<file path="src/rtl/fmc_slave_bridge.sv">
// fmc_slave_bridge: asynchronous FMC/FSMC slave port bridged onto a simple
// valid/ready request bus with a separate read-response channel.
//
// Ports
//   clk, reset            single clock, asynchronous active-low reset
//   fmc_a, fmc_ne[],      FMC address, active-low chip selects,
//   fmc_noe, fmc_nwe      output-enable and write-enable strobes
//   fmc_d_in/out, fmc_d_oe  data pad in/out and tri-state enable
//   fmc_nwait             low while the bus transaction is outstanding
//   bus_*                 request (valid/ready) and response (rvalid/rdata)
//   txn_count, err_count, timeout_count   saturating 16-bit statistics
//
// Build option: FMC_BRIDGE_STATS_EN enables the statistics counters; without
// it the counter outputs are tied to zero.
//
// state     | meaning
// IDLE      | waiting for a single-chip-select read or write strobe
// ISSUE     | bus_valid held until bus_ready (or timeout)
// WAIT_RESP | read issued, waiting for bus_rvalid (or timeout)
// DRIVE     | read data on fmc_d_out, driven while noe/ne are low
// RELEASE   | write done, waiting for all chip selects to go high

module fmc_slave_bridge #(
    parameter int ADDR_BITS      = 26,
    parameter int DATA_BITS      = 32,
    parameter int NUM_CS         = 2,
    parameter int SYNC_STAGES    = 2,
    parameter int TIMEOUT_CYCLES = 255,
    localparam int SEL_BITS      = (NUM_CS > 1) ? $clog2(NUM_CS) : 1
) (
    input  logic                 clk,
    input  logic                 reset,
    input  logic [ADDR_BITS-1:0] fmc_a,
    input  logic [NUM_CS-1:0]    fmc_ne,
    input  logic                 fmc_noe,
    input  logic                 fmc_nwe,
    input  logic [DATA_BITS-1:0] fmc_d_in,
    output logic [DATA_BITS-1:0] fmc_d_out,
    output logic                 fmc_d_oe,
    output logic                 fmc_nwait,
    output logic                 bus_valid,
    input  logic                 bus_ready,
    output logic                 bus_we,
    output logic [SEL_BITS-1:0]  bus_sel,
    output logic [ADDR_BITS-1:0] bus_addr,
    output logic [DATA_BITS-1:0] bus_wdata,
    input  logic                 bus_rvalid,
    input  logic [DATA_BITS-1:0] bus_rdata,
    output logic [15:0]          txn_count,
    output logic [15:0]          err_count,
    output logic [15:0]          timeout_count
);

    localparam int TMR_BITS = $clog2(TIMEOUT_CYCLES + 1);

    typedef enum logic [2:0] {IDLE, ISSUE, WAIT_RESP, DRIVE, RELEASE} state_t;

    state_t state, state_n;

    logic [NUM_CS-1:0]      ne_pipe [SYNC_STAGES];
    logic [SYNC_STAGES-1:0] noe_pipe, nwe_pipe, prime_q;
    logic [NUM_CS-1:0]      ne_s;
    logic                   noe_s, nwe_s, flushed;

    logic [2:0]             low_cnt;
    logic [SEL_BITS-1:0]    cs_idx;
    logic                   all_high, start_ok, start_err;
    logic                   armed_q, abort_q, gone;
    logic [TMR_BITS-1:0]    tmr_q;
    logic                   tmr_zero;
    logic                   capture, lat_rd, lat_to;

    // Synchronisers reset to "released"; prime_q marks when the pipes hold
    // real pin samples so a cycle in progress at reset release is not
    // mistaken for an idle bus.
    always_ff @(posedge clk or negedge reset) begin
        if (!reset) begin
            for (int i = 0; i < SYNC_STAGES; i++) ne_pipe[i] <= '1;
            noe_pipe <= '1;
            nwe_pipe <= '1;
            prime_q  <= '0;
        end else begin
            ne_pipe[0] <= fmc_ne;
            for (int i = 1; i < SYNC_STAGES; i++) ne_pipe[i] <= ne_pipe[i-1];
            noe_pipe <= {noe_pipe[SYNC_STAGES-2:0], fmc_noe};
            nwe_pipe <= {nwe_pipe[SYNC_STAGES-2:0], fmc_nwe};
            prime_q  <= {prime_q[SYNC_STAGES-2:0], 1'b1};
        end
    end

    assign ne_s    = ne_pipe[SYNC_STAGES-1];
    assign noe_s   = noe_pipe[SYNC_STAGES-1];
    assign nwe_s   = nwe_pipe[SYNC_STAGES-1];
    assign flushed = prime_q[SYNC_STAGES-1];

    always_comb begin
        low_cnt = '0;
        cs_idx  = '0;
        for (int i = 0; i < NUM_CS; i++) begin
            if (!ne_s[i]) begin
                low_cnt = low_cnt + 3'd1;
                cs_idx  = SEL_BITS'(i);
            end
        end
    end

    assign all_high  = &ne_s;
    assign start_ok  = armed_q && (low_cnt == 3'd1) && (noe_s ^ nwe_s);
    assign start_err = armed_q && (low_cnt != 3'd0) && (!noe_s || !nwe_s) &&
                       ((low_cnt > 3'd1) || (!noe_s && !nwe_s));
    assign tmr_zero  = (tmr_q == '0);
    assign gone      = abort_q || ne_s[bus_sel];

    always_ff @(posedge clk or negedge reset) begin
        if (!reset) state <= IDLE;
        else        state <= state_n;
    end

    always_comb begin
        state_n = state;
        capture = 1'b0;
        lat_rd  = 1'b0;
        lat_to  = 1'b0;
        unique case (state)
            IDLE: begin
                if (start_ok) begin
                    capture = 1'b1;
                    state_n = ISSUE;
                end
            end
            ISSUE: begin
                if (bus_ready) begin
                    if (!bus_we)   state_n = WAIT_RESP;
                    else if (gone) state_n = IDLE;
                    else           state_n = RELEASE;
                end else if (tmr_zero) begin
                    if (gone)        state_n = IDLE;
                    else if (bus_we) state_n = RELEASE;
                    else begin
                        lat_to  = 1'b1;
                        state_n = DRIVE;
                    end
                end
            end
            WAIT_RESP: begin
                if (bus_rvalid || tmr_zero) begin
                    if (gone) state_n = IDLE;
                    else begin
                        lat_rd  = bus_rvalid;
                        lat_to  = !bus_rvalid;
                        state_n = DRIVE;
                    end
                end
            end
            DRIVE, RELEASE: begin
                if (all_high) state_n = IDLE;
            end
            default: state_n = IDLE;
        endcase
    end

    always_ff @(posedge clk or negedge reset) begin
        if (!reset) begin
            armed_q   <= 1'b0;
            abort_q   <= 1'b0;
            tmr_q     <= '0;
            bus_we    <= 1'b0;
            bus_sel   <= '0;
            bus_addr  <= '0;
            bus_wdata <= '0;
            fmc_d_out <= '0;
        end else begin
            if (capture || (state == IDLE && start_err)) armed_q <= 1'b0;
            else if (flushed && all_high)                armed_q <= 1'b1;

            if (capture) begin
                abort_q  <= 1'b0;
                tmr_q    <= TMR_BITS'(TIMEOUT_CYCLES - 1);
                bus_we   <= nwe_s ? 1'b0 : 1'b1;
                bus_sel  <= cs_idx;
                bus_addr <= fmc_a;
                if (!nwe_s) bus_wdata <= fmc_d_in;
            end else if (state == ISSUE || state == WAIT_RESP) begin
                if (ne_s[bus_sel]) abort_q <= 1'b1;
                if (!tmr_zero)     tmr_q   <= tmr_q - 1'b1;
            end

            if (lat_rd)      fmc_d_out <= bus_rdata;
            else if (lat_to) fmc_d_out <= '1;
        end
    end

    assign bus_valid = (state == ISSUE);
    assign fmc_nwait = !(state == ISSUE || state == WAIT_RESP);
    assign fmc_d_oe  = (state == DRIVE) && !noe_s && !ne_s[bus_sel];

`ifdef FMC_BRIDGE_STATS_EN
    logic        inc_err, inc_to, inc_txn;
    logic [15:0] txn_q, err_q, to_q;

    assign inc_err = (state == IDLE) && start_err;
    assign inc_to  = tmr_zero && (((state == ISSUE) && !bus_ready) ||
                                  ((state == WAIT_RESP) && !bus_rvalid));
    assign inc_txn = (state == DRIVE || state == RELEASE) && all_high;

    always_ff @(posedge clk or negedge reset) begin
        if (!reset) begin
            txn_q <= '0;
            err_q <= '0;
            to_q  <= '0;
        end else begin
            if (inc_txn && txn_q != 16'hFFFF) txn_q <= txn_q + 16'd1;
            if (inc_err && err_q != 16'hFFFF) err_q <= err_q + 16'd1;
            if (inc_to  && to_q  != 16'hFFFF) to_q  <= to_q  + 16'd1;
        end
    end

    assign txn_count     = txn_q;
    assign err_count     = err_q;
    assign timeout_count = to_q;
`else
    assign txn_count     = '0;
    assign err_count     = '0;
    assign timeout_count = '0;
`endif

endmodule

</file>
<file path="config.mk">
export PLATFORM = sky130hd
export DESIGN_NAME = fmc_slave_bridge
export DESIGN_NICKNAME = d
export VERILOG_FILES = /design/src/rtl/fmc_slave_bridge.sv
export SDC_FILE = /design/constraint.sdc
export NUM_CORES = 1
export LEC_CHECK = 0
export BUFFER_PORTS_ARGS = -buffer_cell sky130_fd_sc_hd__buf_2
export CAP_MARGIN = 20
export CORE_MARGIN = 3
export CORE_UTILIZATION = 45
export DETAILED_ROUTE_END_ITERATION = 16
export PLACE_DENSITY = 0.78
export SYNTH_ARGS = -nofsm -noshare
export SYNTH_HDL_FRONTEND = slang
export SYNTH_SLANG_ARGS = --single-unit
</file>
<file path="constraint.sdc">
create_clock -name clk -period 5.8 [get_ports clk]
set_input_delay 0.58 -clock clk [delete_from_list [all_inputs] [get_ports clk]]
set_output_delay 0.58 -clock clk [all_outputs]
set_load 0.01 [all_outputs]
</file>
# == Yosys cells after proc, flatten, opt, wreduce, memory -nomap -nowiden ==
# Index checks and enable logic that the tools add are counted.
# classes
mux,39
n_addsub,2
n_reduce_logical,34
n_bitwise,2
order_cmp,2
eq_ne,10
# ops
op,count
2-to-1 mux 32 bit,2
2-to-1 mux 3 bit,10
2-to-1 mux 8 bit,3
2-to-1 mux 1 bit,21
one-hot mux 3 bit (4 select lines),1
logical AND 1 bit,10
logical NOT 8 bit,1
AND reduction 2 bit,4
nonzero test 2 bit,4
"subtractor 8 x 1 -> 8 bit, second input constant",1
"== test 3 x 1 -> 1 bit, second input constant",2
"== test 3 x 2 -> 1 bit, second input constant",2
logical OR 1 bit,6
"!= test 2 bit, second input constant",3
logical NOT 1 bit,5
AND reduction 4 bit,1
"adder 3 x 1 -> 3 bit, second input constant",1
"== test 3 bit, second input constant",1
"greater-than comparator 3 x 1 -> 1 bit, second input constant",1
logical NOT 3 bit,1
"!= test 3 x 1 -> 1 bit, second input constant",1
nonzero test 3 bit,1
"less-than comparator 1 x 2 -> 1 bit, second input constant",1
2-to-1 mux 2 bit,1
other kinds (5),5
# word_totals
out_inout_bits,143
word_cells,103
regBits,115
input_bits,98

# == Logic depth before layout (Yosys ltp) ==
# depth
word_depth,10
ltp_mapped,7
mapped_depth_nobuf,6

# == Worst setup path after synthesis ==
# No wires, ideal clock.
# synth_path
path_kind,register to register
startpoint,register nwe_pipe[1]
endpoint,register bus_wdata[23]
required_ps,5675
setup_time_ps,125
period_less_slack_ps,1919
t_arrival_ps,1794
path_slack_ps,3881
path_stages_with_launch,7
cell_sequence,dfstp_2 -> inv_1 -> ha_1 -> nand4_2 -> nor2_4 -> buf_4 -> mux2_2
# synth_between
elab_chain_len,5
elab_cells_between_ends,6
classes_between,2 x mux; 2 x bitwise; 2 x reduce/logical
# synth_rtl
item,line,rtl
from (decl),61,"logic [SYNC_STAGES-1:0] noe_pipe, nwe_pipe, prime_q;"
from (signal assigned),86,"nwe_pipe <= {nwe_pipe[SYNC_STAGES-2:0], fmc_nwe};"
bitwise XOR 1 bit,108,assign start_ok = armed_q && (low_cnt == 3'd1) && (noe_s ^ nwe_s);
logical AND 1 bit,108,
2-to-1 mux 1 bit,126,if (start_ok) begin
2-to-1 mux 1 bit,124,unique case (state)
AND reduction 2 bit (no source line) (*),--,
to (signal assigned),182,if (!nwe_s) bus_wdata <= fmc_d_in;
to (decl),46,"output logic [DATA_BITS-1:0] bus_wdata,"
# Every way passes the cells marked *; elsewhere a longest branch is shown, timed or not.
# A chain may end at the register's enable or synchronous reset.

# == Worst setup path after layout ==
# layout_path
startpoint,register state[0]
endpoint,register bus_wdata[10]
# layout_between
elab_chain_len,3
# layout_rtl
item,line,rtl
from (decl),58,"state_t state, state_n;"
from (signal assigned),116,else state <= state_n;
logical NOT 3 bit,124,
2-to-1 mux 1 bit,124,
AND reduction 2 bit (no source line),--,
# No other way between the ends.

==> summary.md <==
| Metric | Value |
|---|---|
| Status | completed |
| Maxcap violations | 0 |
| Synth Area in Simple Gates | 11.5% |
| Fin. max-slew vios | 0 |
| DR DRC count | 0 |
| Pwr Density | 552 nW/um2 |
| Reg2reg end | bus_wdata[10]$_DFFE_PN0P_ |
| Vias in the first global route | 3833 |
| Metal-1 WL | 4180 um |
| Cts hold-fix bufs | 0 |
| Largest net degree at the start of global routing | 62 |
| Die H | 111 um |
| WL per Instance | 14.2 um |
| Hold Vio Cnt, Final | 0 |
| Buf+Inv Stages, Crit Path | 0 |
| Ys Warns | 0 |
| Worst r2r src | state[0]$_DFFE_PN0P_ |
| Multi-input logic area | 1760 um2 |
| Placed instance area | 5840 um2 |
| R2R cell count | 4 |
| Final RePlAce weighted congestion | 0.804 |
| Fin crit period | 3380 ps |
| CTS tree | done |
| CP max stage delay | 1000 ps |
| Slew HR | 39.0% |
| Clk root buf | clkbuf_8 |
| Mean Syn Cell Area | 11.8 um2 |
| Highest metal used | met4 |
| Sequential area share after synthesis | 58.1% |
| Initial core utilization | 47.1% |
| P_leak | 3.39 nW |
| Worst Clk Skew | 5.75 ps |
| Total global routing overflow | 0 |
| Top-area cell type share of the netlist area | 53.9% |
| CP Launch Type | register |
| Commonest non-fill, non-tap cells in the layout | buf_2, dfrtp_1, nand2_1 |
| Crit-path cells | nor3_1, nand4_2, nor2_4, mux2_2 |
| XOR/XNOR Fraction of Synth Area | 0.881% |
| Critical Path Stages | 4 |
| Layout area overhead | 30.0% |
| Metal3 WL | 963 um |
| DRT Pass-1 Iters | 4 |
| Max Freq | 0.296 GHz |
| Worst-margin pin slew | 913 ps |
| Clock latency on the worst-skew pair | 500 ps |
| Antenna Diode Count | 0 |
| Mux cell area share after synthesis | 7.65% |
| Port buffer count | 192 |
| Count of final setup violators | 0 |
| Worst-path fanout max | 35 |
| #FFs+latches synth | 115 |
| Layout cell share with drive strength beyond 1 | 43.1% |
| Worst hold slack | 147 ps |
| Worst Setup Path Type | register to register |
| Worst-path clk slew | 60 ps |
| CTS max path bufs | 2 |
| WL met2 | 5570 um |
| CTS sink count | 115 |
| TritonCTS Buffers | 17 |
| Register area | 2890 um2 |
| Final Cycle Share | 58.2% |
| GRT Total Usage | 17.7% |
| # IOs | 241 |
| Worst Path Required | 6180 ps |
| IR drop worst, VDD | 324 uV |
| Initial antenna violation count | 0 |
| First-pass GRT wire length | 17900 um |
| Hold Crit Class | primary input to async pin |
| Worst setup EP type | register |
| Final Cell Area | 6460 um2 |
| Unrepaired setup endpoints after global routing | false |
| Top cell type by total area after synthesis | dfrtp_1 |
| Area contributors post-synth | dfrtp_1, buf_4, nand2_1, mux2_2, o22a_1 |
| Die Wd | 111 um |
| Starting DRT DRC Count | 149 |
| # rows | 37 |
| Worst path top cell family by delay | simple AND/OR/NAND/NOR gates |
| Unique masters post-synth | 49 |
| Vias per cell | 4.80 |
| Total setup buffers inserted after CTS | 0 |
| Data arrival time of the worst path | 3760 ps |
| Post-Syn Instances | 421 |
| Finished Core Util | 61.2% |
| Slowest stage cell on the critical path | nor2_4 |
| Most used DFF post-synth | dfrtp_1 |
| Post-synthesis cell area | 4970 um2 |
| Resize count post-CTS | 0 |
| Async S/R FF share, synth | 100% |
| Final WL | 10900 um |
| Largest family of logic cells by synthesized area | simple AND/OR/NAND/NOR gates |
| Fillers | 845 |
| Most common library cell in the layout ignoring fill and taps | buf_2 |
| Post-synthesis compound-gate area fraction | 9.76% |
| EDFF count, synth | 0 |
| H-tree levels | 4 |
| R2R Setup Slk | 2420 ps |
| Core area | 10600 um2 |
| HPWL Detailed | 7960 um |
| Detailed-route via count | 3671 |
| Setup_tns | 0 ps |
| Total Nets Final | 721 |
| Die area | 12300 um2 |
| Final ANT Viol Nets | 0 |
| Synth Area in Adders | 1.76% |
## per-layer routing
metal  GRT usage, %  up-vias
met3           6.99       16
met4           5.52        0
met5              0        -
met1           19.6     1753
met2           31.4      160
li1               -     1742
## cells in the mapped netlist (2+ instances only)
cell and number:
dfrtp_1 107, nand2_1 88, buf_4 52, o22a_1 34
mux2_2 27, clkbuf_1 11, inv_1 10, dfstp_2 8
nor2_1 8, ha_1 7, o21ai_0 6, mux2_1 5
xnor2_1 4, a21oi_1 3, a31oi_1 3, buf_6 3
nor3_1 3, a2111oi_0 2, a211o_1 2, a211oi_1 2
and3_1 2, conb_1 2, mux2i_1 2, nand3_1 2
nor4b_1 2, nor4bb_1 2, or3b_1 2
## power breakdown
part	internal, mW	switching [mW]	leakage (nW)	total, mW
registers	1.17	0.236	1.40	1.40
logic	0.540	0.594	1.72	1.13
clock network	0.657	0.376	0.278	1.03
total	2.36	1.21	3.39	3.57
## per-stage QoR
step,total power [mW],cells,setup WS (ps)
6_report,3.57,765,2420
5_1_grt,3.81,765,2100
4_1_cts,3.62,764,2350
3_5_place_dp,2.56,732,2330
3_3_place_gp,2.51,732,2520
2_1_floorplan,2.07,468,3880
## cell families (layout without fill, tap and decap cells)
family                     Yosys count  count (layout)
buffers and inverters               77             238
DFF                                115             115
adders and majority gates            7               7
muxes                               34              34
and+or+nand+nor                    121             121
xor gates and xnor gates             5               5
other                                2              49
AOI/OAI and AO/OA                   60              60
## layout make-up
cell class,instances,share of cell area [%]
sequential,115,44.7
multi-input combinational,276,27.2
timing repair buffer,196,15.7
clock buffer,17,6.41
clock inverter,15,2.81
tap,136,2.63
inverter,10,0.581
## worst max-delay path by stage
stage                                      from                        end  slack (ps)
final                      state[0]$_DFFE_PN0P_  bus_wdata[10]$_DFFE_PN0P_        2420
after global routing       state[0]$_DFFE_PN0P_   bus_wdata[5]$_DFFE_PN0P_        2100
after CTS                  state[0]$_DFFE_PN0P_  bus_wdata[10]$_DFFE_PN0P_        2350
after detailed placement   state[0]$_DFFE_PN0P_   bus_wdata[6]$_DFFE_PN0P_        2330
after global placement     state[0]$_DFFE_PN0P_  bus_wdata[24]$_DFFE_PN0P_        2520
after floorplan           nwe_pipe[1]$_DFF_PN1_  bus_wdata[23]$_DFFE_PN0P_        3880
## registers in the layout, summed over array words and instances, names as in the netlist, 2 cells and up
name       count
tmr_q          8
bus_addr      26
prime_q        2
ne_pipe        2
state          3
nwe_pipe       2
noe_pipe       2
ne_s           2
bus_wdata     32
fmc_d_out     32
Note: power is estimated with default switching activity, not from simulation.
